**config.mk**
```make
export PLATFORM = sky130hd
export DESIGN_NAME = ram_arb_2p
export DESIGN_NICKNAME = d
export VERILOG_FILES = /design/src/rtl/ram_arb_2p.sv
export SDC_FILE = /design/constraint.sdc
export NUM_CORES = 1
export LEC_CHECK = 0
export BUFFER_PORTS_ARGS = -buffer_cell sky130_fd_sc_hd__buf_2
export CORE_MARGIN = 1.5
export CORE_UTILIZATION = 40
export DETAILED_ROUTE_END_ITERATION = 16
export PLACE_DENSITY_LB_ADDON = 0.3
export SLEW_MARGIN = 15
export SYNTH_ARGS = -nofsm -noshare
export SYNTH_HDL_FRONTEND = slang
export SYNTH_SLANG_ARGS = --single-unit
```
**constraint.sdc**
```tcl
create_clock -name clk -period 2 [get_ports clk]
set_input_delay 0 -clock clk [delete_from_list [all_inputs] [get_ports clk]]
set_output_delay 0 -clock clk [all_outputs]
set_load 0.05 [all_outputs]
```
**src/rtl/ram_arb_2p.sv**
```systemverilog
// Two-port arbiter and sequencer in front of a 16x8 synchronous RAM with 2-edge read return.
// Define RAM_ARB_FIXED_PRI_EN for fixed priority (port 0 wins); default is round-robin.
module ram_arb_2p #(
   parameter int ADDR_W = 4,
   parameter int DATA_W = 8
) (
   input  logic              clk,
   input  logic              rst,
   input  logic              req_0,
   input  logic              req_1,
   input  logic              we_0,
   input  logic              we_1,
   input  logic [ADDR_W-1:0] addr_0,
   input  logic [ADDR_W-1:0] addr_1,
   input  logic [DATA_W-1:0] wdata_0,
   input  logic [DATA_W-1:0] wdata_1,
   output logic              gnt_0,
   output logic              gnt_1,
   output logic              rvalid_0,
   output logic              rvalid_1,
   output logic [DATA_W-1:0] rdata_0,
   output logic [DATA_W-1:0] rdata_1,
   output logic              ram_read,
   output logic              ram_write,
   output logic [ADDR_W-1:0] ram_rd_add,
   output logic [ADDR_W-1:0] ram_wr_add,
   output logic [DATA_W-1:0] ram_d_in,
   input  logic [DATA_W-1:0] ram_d_out
);

   logic              xfer_0;
   logic              xfer_1;
   logic              xfer;
   logic              sel_id;
   logic              sel_we;
   logic [ADDR_W-1:0] sel_addr;
   logic [DATA_W-1:0] sel_wdata;

   logic              trk1_v;
   logic              trk1_id;
   logic              trk2_v;
   logic              trk2_id;

`ifdef RAM_ARB_FIXED_PRI_EN
   always_comb begin
      gnt_0 = rst & req_0;
      gnt_1 = rst & req_1 & ~req_0;
   end
`else
   // last = port that transferred most recently; the other port wins a tie
   logic last;

   always_comb begin
      gnt_0 = rst & req_0 & (~req_1 | last);
      gnt_1 = rst & req_1 & (~req_0 | ~last);
   end

   always_ff @(posedge clk or negedge rst) begin
      if (!rst) begin
         last <= 1'b1;
      end else if (xfer) begin
         last <= xfer_1;
      end
   end
`endif

   always_comb begin
      xfer_0    = req_0 & gnt_0;
      xfer_1    = req_1 & gnt_1;
      xfer      = xfer_0 | xfer_1;
      sel_id    = xfer_1;
      sel_we    = xfer_1 ? we_1    : we_0;
      sel_addr  = xfer_1 ? addr_1  : addr_0;
      sel_wdata = xfer_1 ? wdata_1 : wdata_0;
   end

   always_ff @(posedge clk or negedge rst) begin
      if (!rst) begin
         ram_read   <= 1'b0;
         ram_write  <= 1'b0;
         ram_rd_add <= '0;
         ram_wr_add <= '0;
         ram_d_in   <= '0;
      end else begin
         ram_read  <= xfer & ~sel_we;
         ram_write <= xfer & sel_we;
         if (xfer & sel_we) begin
            ram_wr_add <= sel_addr;
            ram_d_in   <= sel_wdata;
         end
         if (xfer & ~sel_we) begin
            ram_rd_add <= sel_addr;
         end
      end
   end

   // stage 1 mirrors ram_read; stage 2 lines up with ram_d_out being valid
   always_ff @(posedge clk or negedge rst) begin
      if (!rst) begin
         trk1_v   <= 1'b0;
         trk1_id  <= 1'b0;
         trk2_v   <= 1'b0;
         trk2_id  <= 1'b0;
         rvalid_0 <= 1'b0;
         rvalid_1 <= 1'b0;
         rdata_0  <= '0;
         rdata_1  <= '0;
      end else begin
         trk1_v   <= xfer & ~sel_we;
         trk1_id  <= sel_id;
         trk2_v   <= trk1_v;
         trk2_id  <= trk1_id;
         rvalid_0 <= trk2_v & ~trk2_id;
         rvalid_1 <= trk2_v & trk2_id;
         if (trk2_v & ~trk2_id) begin
            rdata_0 <= ram_d_out;
         end
         if (trk2_v & trk2_id) begin
            rdata_1 <= ram_d_out;
         end
      end
   end

endmodule

```
# == Word-level counts from Yosys, hierarchy flattened ==
# Index checks and enable logic that the tools add are counted.
# W data, S select, Z words.
# word_totals
regBits,40
# classes
muxes,3
bitwise,18
# ops
cell,count
$and A1 B1 Y1,10
$mux W8,1
$not A1 Y1,5
$mux W4,1
$or A1 B1 Y1,3
$mux W1,1

# == Logic depth before layout (Yosys ltp) ==
# Gate-level depths: netlist (run 1).
# depth
ltp_word,7
ltp_mapped,6
mapped_depth_nobuf,5

# == Worst setup path before layout (run 1) ==
# OpenSTA, ideal clock, no wires.
# synth_path
kind,flip-flop to flip-flop
startpoint,register last
endpoint,register ram_d_in[0]
synth_period_minus_slack_ns,1.524
arrival_ns,1.385
slack_ns,0.476
t_required_ns,1.861
setup_time_ns,0.139
n_path_buf,1
stages_incl_launch_ff,7
cell_sequence,dfstp_2 > a21boi_4 > nand2_4 > buf_4 > clkinv_2 > nand2_1 > a41oi_2
# synth_between
elab_chain_len,6
word_cells_on_any_way,11
# synth_rtl
item,line,rtl
start: declaration,51,logic last;
start signal: assignment,62,last <= xfer_1;
$not A1 Y1 (*),55,gnt_1 = rst & req_1 & (~req_0 | ~last);
$or A1 B1 Y1 (*),55,
$and A1 B1 Y1 (*),55,
named net gnt_1,18,"output logic gnt_1,"
$and A1 B1 Y1 (*),69,xfer_1 = req_1 & gnt_1;
$or A1 B1 Y1 / $mux W1 (equally long branches),"70, 72",
$and A1 B1 Y1,87,if (xfer & sel_we) begin
end signal: assignment,89,ram_d_in <= sel_wdata;
end: declaration,27,"output logic [DATA_W-1:0] ram_d_in,"
# Mark *: on every way through the listed nets, which the timed path passes. The rest lies on a longest branch.
# A chain may end at the register's enable or synchronous reset.

# == Final worst setup path (run 1) ==
# layout_path
startpoint,register last
endpoint,register ram_d_in[0]
# layout_between
elab_chain_len,6
word_cells_on_any_way,11
# layout_rtl
item,line
$not A1 Y1,55
$or A1 B1 Y1,55
$and A1 B1 Y1,55
$and A1 B1 Y1,69
$or A1 B1 Y1 / $mux W1 (equally long branches),"70, 72"
$and A1 B1 Y1,87
# Several ways; a longest one is shown, not always the timed one.

==> results of run 1 <==
how the worst max path moves through the flow:
| stage | cells after the start | end | slack [ps] |
|---|---|---|---|
| floorplan | 6 | ram_d_in[0] | 480 |
| global placement | 4 | ram_wr_add[0] | 480 |
| detailed placement | 5 | ram_d_in[0] | 420 |
| CTS | 5 | ram_d_in[0] | 380 |
| global route | 5 | ram_d_in[1] | 290 |
| finish | 5 | ram_d_in[0] | 390 |
repair_timing:
| item | 4_1_cts | 5_1_grt |
|---|---|---|
| setup buffers | 0 | 0 |
| hold buffers | 14 | 0 |
| endpoints found under the hold margin | 21 | 0 |
routing by layer:
metal	up-vias	routed length, um
met2	56	1812
li1	623	-
met4	0	105
met1	640	1731
met5	-	0
met3	9	233
cells in the mapped netlist (all sizes together):
library cell	n
clkinv	1
a41oi	8
a32o	1
a21oi	9
and3	1
a31oi	2
nand2	19
and4b	1
dfstp	1
nand2b	1
nor2b	1
a21boi	1
buf	6
inv	5
mux2	28
dfrtp	39
worst max-delay path, cell delays in order (launching register included):
cell and delay [ps]:
dfstp_2 580, nand2b_1 150, a32o_2 220, buf_4 250
a21oi_1 120, a41oi_2 200
cell type report:
type	instances	area, sq um	area share, %
timing repair buffer	92	538.0	22.42
tap	50	62.56	2.607
inverter	6	23.77	0.9906
clock buffer	5	68.82	2.868
sequential	40	1002	41.76
multi-input combinational	72	685.7	28.57
clock inverter	3	18.77	0.7821
stage by stage:
| step | util, % | area, sq um | setup slack (ps) | hold slack (ps) |
|---|---|---|---|---|
| 2_1_floorplan | - | 1757 | 476.3 | -295.6 |
| 3_3_place_gp | 52.78 | 2172 | 481.6 | -128.4 |
| 3_5_place_dp | 52.78 | 2172 | 423.0 | -119.1 |
| 4_1_cts | 58.32 | 2400 | 383.9 | 1.844 |
| 5_1_grt | 58.32 | 2400 | 292.8 | 23.12 |
| 6_report | 58.32 | 2400 | 389.6 | 8.747 |
placed cells by master, fill, tap and decap left out, types with 5 or more instances in the layout:
cell type      instances
buf_2                 75
nand2_1               17
dfrtp_1               39
mux2_2                14
mux2_1                 6
clkbuf_8               5
mux2_4                 8
a21oi_1                7
a41oi_2                6
dlygate4sd3_1         14
state kept, by name, summed over array words and instances (netlist names):
register / cells
rvalid_0: 1
trk1_id: 1
ram_d_in: 8
ram_write: 1
trk2_v: 1
ram_wr_add: 4
trk2_id: 1
ram_read: 1
rdata_1: 8
rvalid_1: 1
ram_rd_add: 4
last: 1
rdata_0: 8
cells by family (layout without fill, tap and decap cells):
| group | after synthesis | after routing | synth area share [%] |
|---|---|---|---|
| flip-flops | 40 | 40 | 57.05 |
| multiplexers | 28 | 28 | 19.66 |
| AND/OR/NAND/NOR | 23 | 23 | 6.553 |
| AO/OA/AOI/OAI | 21 | 21 | 12.82 |
| buffers and inverters | 12 | 106 | 3.917 |
power breakdown:
part | total, mW | leakage [nW] | internal (mW) | switching (mW)
combinational | 1.32 | 0.686 | 0.372 | 0.952
sequential | 1.12 | 0.474 | 1.01 | 0.105
clock | 0.516 | 0.0479 | 0.243 | 0.274
==> metrics.cfg, run 1 <==
[global_routing]
grt_overflow = 0
wire_length_of_the_first_global_routing_pass_um = 6451
grt.busiest_layer = met2
global_routing_usage_on_met2_pct = 26.71
grt_antenna_before_repair = 0
grt_use_total_pct = 16.98
groute.layer.met1.usage_pct = 21.60
grt_use_met3_pct = 4.215
first_global_vias = 1396
grt_max_degree = 55

[cts]
cts_tree = done
clk_pin_slew_worst_paths_ps = 70
clock-sinks = 40
cts_resized = 0
htreeDepth = 2
ctsLongestPathBuffers = 2
clock-root-buffer = clkbuf_8
cts-buffers-inserted = 5
clk-insertion-delay-late_ps = 290

[place]
hpwl_um = 2721
place.detailed.instances = 246
gp_congestion = 0.7417
buffer_ports.inserted = 75

[final_layout]
nNetsFinal = 255
syn2layout_area_growth_pct = 36.61
num_antenna_cells = 0
drive_gt1_share_pct = 57.34
final-instance-count-excl-fill = 268
n_fill_cell = 355

[critical_path]
worst_setup_path_end_kind = flop
reg2reg_setup_slack_ps = 390
critical_path.reg2reg.startpoint = last
timing.critical_path.from = last
critical_path_peak_fanout = 16
cp.arrival_ps = 1820
path_class = reg2reg
cp_data_required_time_ps = 2210
worstSetupStartpointType = flop
ff2ff_path_depth = 5
worstReg2RegEnd = ram_d_in[0]

[sta]
slew_violations = 0
finalCritPeriodShare_pct = 80.52
totalNegativeSetupSlack_ps = 0
setup-violations-final = 0
finalWorstPathRequiredPeriod_ps = 1610
clock-skew-final_ps = 4.512
timing.max_slew.rel_slack_pct = 57.05
fmax_mhz = 620.9
grt_setup_unrepaired = no
final_hold_viol_count = 0
timing_worst_slew_pin_value_ps = 644.2

[synthesis]
yosys_warnings = 0
post_synth_instance_area_sq_um = 1757
synthesis.instances = 124
yosys-top-cells-area = dfrtp_1, mux2_2, mux2_4
syn_avg_cell_area_sq_um = 14.17
synthDominantAreaCellType = dfrtp_1
synth_seq_area_share_pct = 57.05
syn_nets = 162
synth_cell_type_count = 25
synth_top_area_share_pct = 55.56
ys_seq_elements = 40

[route]
drcViolationCount = 0
detail-route-antenna-nets = 0
avgRoutedWirePerCell_um = 14.49
route.vias.total = 1328
detailedRoute.firstPassIterationCount = 4
routed_via_density = 4.955
drc_marker_count_from_the_first_detailed_route_iteration = 44
postRouteWirelength_um = 3882

[worst_hold_path]
holdCritStartpoint = wdata_0[6]
hold-path-cell-count = 3
worst_hold_end = ram_d_in[6]
worst_hold_path_type = in2reg

[die]
die_h_um = 69.27
fp-row-count = 23
chipWidth_um = 69.27
io_pins = 76
core_sq_um = 4115
initial_core_util_pct = 42.69
die_area_sq_um = 4798

[pwr]
finalPower_mw = 2.957
vdd_drop_max_uv = 508.7
power_density_nw_per_um2 = 1232
power.leakage_nw = 1.208

[run_status]
outcome = finished clean

[run]
max_cap_violations = 0

No activity file was read; power rests on OpenSTA's default activity.
==> run 2, diff against run 1 <==
ABC_AREA = 1   (was not set)
clock period = 1.5 ns   (was 2 ns; I/O delays follow)
==> run 2 against run 1 <==
Compared with the run above: clock skew hardly changed; register-to-register slack worse by 260 ps; final cell count is 27% higher; power is 27% higher; first-iteration DRC count is 64% higher; hold slack better by 14 ps.
==> metrics.cfg, run 2 <==
[die]
fp-row-count = 23  ; unchanged
core_sq_um = 4086  ; -0.70%
die_h_um = 68.77  ; -0.72%
io_pins = 76  ; unchanged
die_area_sq_um = 4729  ; -1.4%
chipWidth_um = 68.77  ; -0.72%
initial_core_util_pct = 42.35  ; -0.34 points

[pwr]
finalPower_mw = 3.762  ; +27%
sequentialPowerShare_pct = 37.4  ; -0.4 points
power.leakage_nw = 1.414  ; +17%
combPwrFrac_pct = 37.6  ; -7.2 points
clockPowerShare_pct = 25.0  ; +7.5 points
p_sw_mw = 1.553  ; +17%
vdd_drop_max_uv = 539.3  ; +6.0%
power_density_nw_per_um2 = 1573  ; +28%
p_int_mw = 2.208  ; +36%
p_sw_share_pct = 41.30  ; -3.7 points

[synthesis]
synthesis.instances = 201  ; +62%
synth.area.mux_share_pct = 0  ; -20 points
synth-adder-area-share_pct = 0  ; unchanged
synthArstFlopShare_pct = 100.0  ; unchanged
yosys.cell_count.top_type = nand2_1
synthDominantAreaCellType = dfrtp_1
synth_commonest_cells = nand2_1, dfrtp_1, nand3_1
post_synth_instance_area_sq_um = 1730  ; -1.5%
synth_enable_flop_cells = 0  ; unchanged
xor_xnor_portion_of_the_synthesized_cell_area_pct = 0  ; unchanged
syn_nets = 239  ; +48%
yosys_warnings = 0  ; unchanged
ys_seq_elements = 40  ; unchanged
dominant_combinational_cell_family_by_area_after_synthesis = simple AND/OR/NAND/NOR gates
synth_cell_type_count = 18  ; -28%
yosys-top-cells-area = dfrtp_1, nand2_1, nand3_1
synth-main-ff-cell = dfrtp_1
synth_seq_area_share_pct = 57.92  ; +0.87 points
synth_top_area_share_pct = 56.40  ; +0.84 points
syn_avg_cell_area_sq_um = 8.609  ; -39%
synth_compound_gate_area_share_pct = 6.291  ; -6.5 points
area_fraction_in_and_or_nand_and_nor_cells_after_synthesis_pct = 28.27  ; +22 points

[worst_hold_path]
hold-path-cell-count = 5  ; +2
worst_hold_end = ram_d_in[2]
worst_hold_path_type = in2reg
holdCritStartpoint = wdata_0[2]

[sta]
finalCritPeriodShare_pct = 91.23  ; +11 points
worst_slack_ps = 131.5  ; -258.0 ps
totalNegativeSetupSlack_ps = 0  ; unchanged
grt_setup_unrepaired = no
timing.max_slew.rel_slack_pct = 67.58  ; +11 points
finalWorstPathRequiredPeriod_ps = 1368  ; -242.0 ps
clock-skew-final_ps = 5.003  ; +0.4911 ps
timing_worst_slew_pin_value_ps = 484.4  ; -159.8 ps
slew_violations = 0  ; unchanged
setup-violations-final = 0  ; unchanged
final_hold_viol_count = 0  ; unchanged
fmax_mhz = 730.7  ; +18%

[critical_path]
cp.arrival_ps = 1600  ; -220 ps
worstSetupStartpointType = flop
ff2ff_path_depth = 7  ; +2
critical_path.reg2reg.startpoint = last
critical_path_peak_fanout = 10  ; -6
cp_data_required_time_ps = 1730  ; -480 ps
worst_setup_path_end_kind = flop
reg2reg_setup_slack_ps = 130  ; -260 ps
worstReg2RegEnd = ram_rd_add[2]
path_class = reg2reg

[place]
buffer_ports.inserted = 75  ; unchanged
placement.setup.worst_slack_ps = 139.5  ; -283.5 ps
gp_congestion = 0.8113  ; +9.4%
placed_area_sq_um = 2167  ; -0.23%
hpwl_um = 2856  ; +5.0%

[run_status]
outcome = finished clean

[final_layout]
layout.cell_area.non_filler_sq_um = 2391  ; -0.37%
largest_regs = ram_d_in (8), rdata_0 (8), rdata_1 (8)
syn2layout_area_growth_pct = 38.18
final_core_utilization_pct = 58.51  ; +0.20 points
layout_commonest_cell = nand2_1
commonest_cells_after_routing_fill_and_taps_aside = nand2_1, buf_2, dfrtp_1
num_antenna_cells = 0  ; unchanged
drive_gt1_share_pct = 33.79  ; -24 points
nNetsFinal = 327  ; +28%

[cts]
clk-insertion-delay-late_ps = 280  ; about the same
cts_tree = done
clock-sinks = 40  ; unchanged
ctsLongestPathBuffers = 2  ; unchanged
clk_pin_slew_worst_paths_ps = 70  ; about the same
cts-buffers-inserted = 5  ; unchanged
htreeDepth = 2  ; unchanged
clock-root-buffer = clkbuf_8

[global_routing]
wire_length_of_the_first_global_routing_pass_um = 6375  ; -1.2%
grt_antenna_before_repair = 0  ; unchanged
grt_use_total_pct = 18.40  ; +1.4 points
grt_max_degree = 38  ; -31%
first_global_vias = 1443  ; +3.4%
grt_overflow = 0  ; unchanged

[route]
postRouteWirelength_um = 4069  ; +4.8%
drt-met1-wl_um = 1819  ; +5.1%
detailedRoute.firstPassIterationCount = 4  ; unchanged
routed_via_density = 4.603  ; -7.1%
drcViolationCount = 0  ; unchanged
route.vias.total = 1565  ; +18%
highest_layer = met4
avgRoutedWirePerCell_um = 11.97  ; -17%
detail-route-antenna-nets = 0  ; unchanged
drc_marker_count_from_the_first_detailed_route_iteration = 72  ; +64%
met3WireLength_um = 315  ; +35%
met2_length_um = 1879  ; +3.7%

[run]
max_cap_violations = 0  ; unchanged

run 2: kinds of logic after synthesis:
logic type | count (synthesis)
simple gates | 113
buf+inv | 29
compound gates | 19
flops | 40
run 2: per-layer routing:
layer | track usage [%] | vias up
met1 | 23.00 | 681
met4 | 5.882 | 0
met2 | 31.13 | 73
met5 | 0 | -
li1 | - | 805
met3 | 4.708 | 6
run 2: cell type report:
class	count	area, sq um
sequential	40	1002
timing repair buffer	89	515.5
tap	50	62.56
inverter	21	81.33
fill	370	1695
clock inverter	1	30.03
multi-input combinational	132	603.1
clock buffer	7	96.34
run 2: critical path, cell delays in order, from the launching register on:
cell	delay (ps)
dfstp_2	530
nand2_1	130
nand2_4	140
buf_4	180
nand2_1	60
nand2_1	90
nand3_1	110
nand2_1	80
run 2: stage by stage:
stage | hold WS (ps) | cells
2_1_floorplan | -295.6 | 201
3_3_place_gp | -156.3 | 322
3_5_place_dp | -150.4 | 322
4_1_cts | 15.96 | 338
5_1_grt | 40.01 | 340
6_report | 22.93 | 340
run 2: repair_timing:
| item | in CTS | in global routing |
|---|---|---|
| hold buffers | 9 | 0 |
| hold endpoints to repair | 55 | 0 |
| setup endpoints to repair | 1 | 10 |
| pin swaps | 0 | 1 |
| setup buffers | 0 | 2 |
| gates cloned | 0 | 0 |
| gates resized for setup | 0 | 0 |
run 2: how the worst max path moves through the flow:
stage          start       endpoint  slack (ps)  cells past startpoint
2_1_floorplan   last    ram_d_in[1]         230                      6
3_3_place_gp    last  ram_rd_add[2]         160                      7
3_5_place_dp    last  ram_rd_add[2]         140                      7
4_1_cts         last  ram_wr_add[0]          40                      7
5_1_grt         last  ram_wr_add[0]          50                      7
6_report        last  ram_rd_add[2]         130                      7
run 2: power by group through the flow:
stage / clock network, mW / registers [mW] / logic [mW]
2_1_floorplan: 0 / 2.16 / 0.292
3_3_place_gp: 0 / 1.42 / 1.39
3_5_place_dp: 0 / 1.42 / 1.40
4_1_cts: 0.969 / 1.41 / 1.42
5_1_grt: 1.01 / 1.43 / 1.53
6_report: 0.939 / 1.41 / 1.41
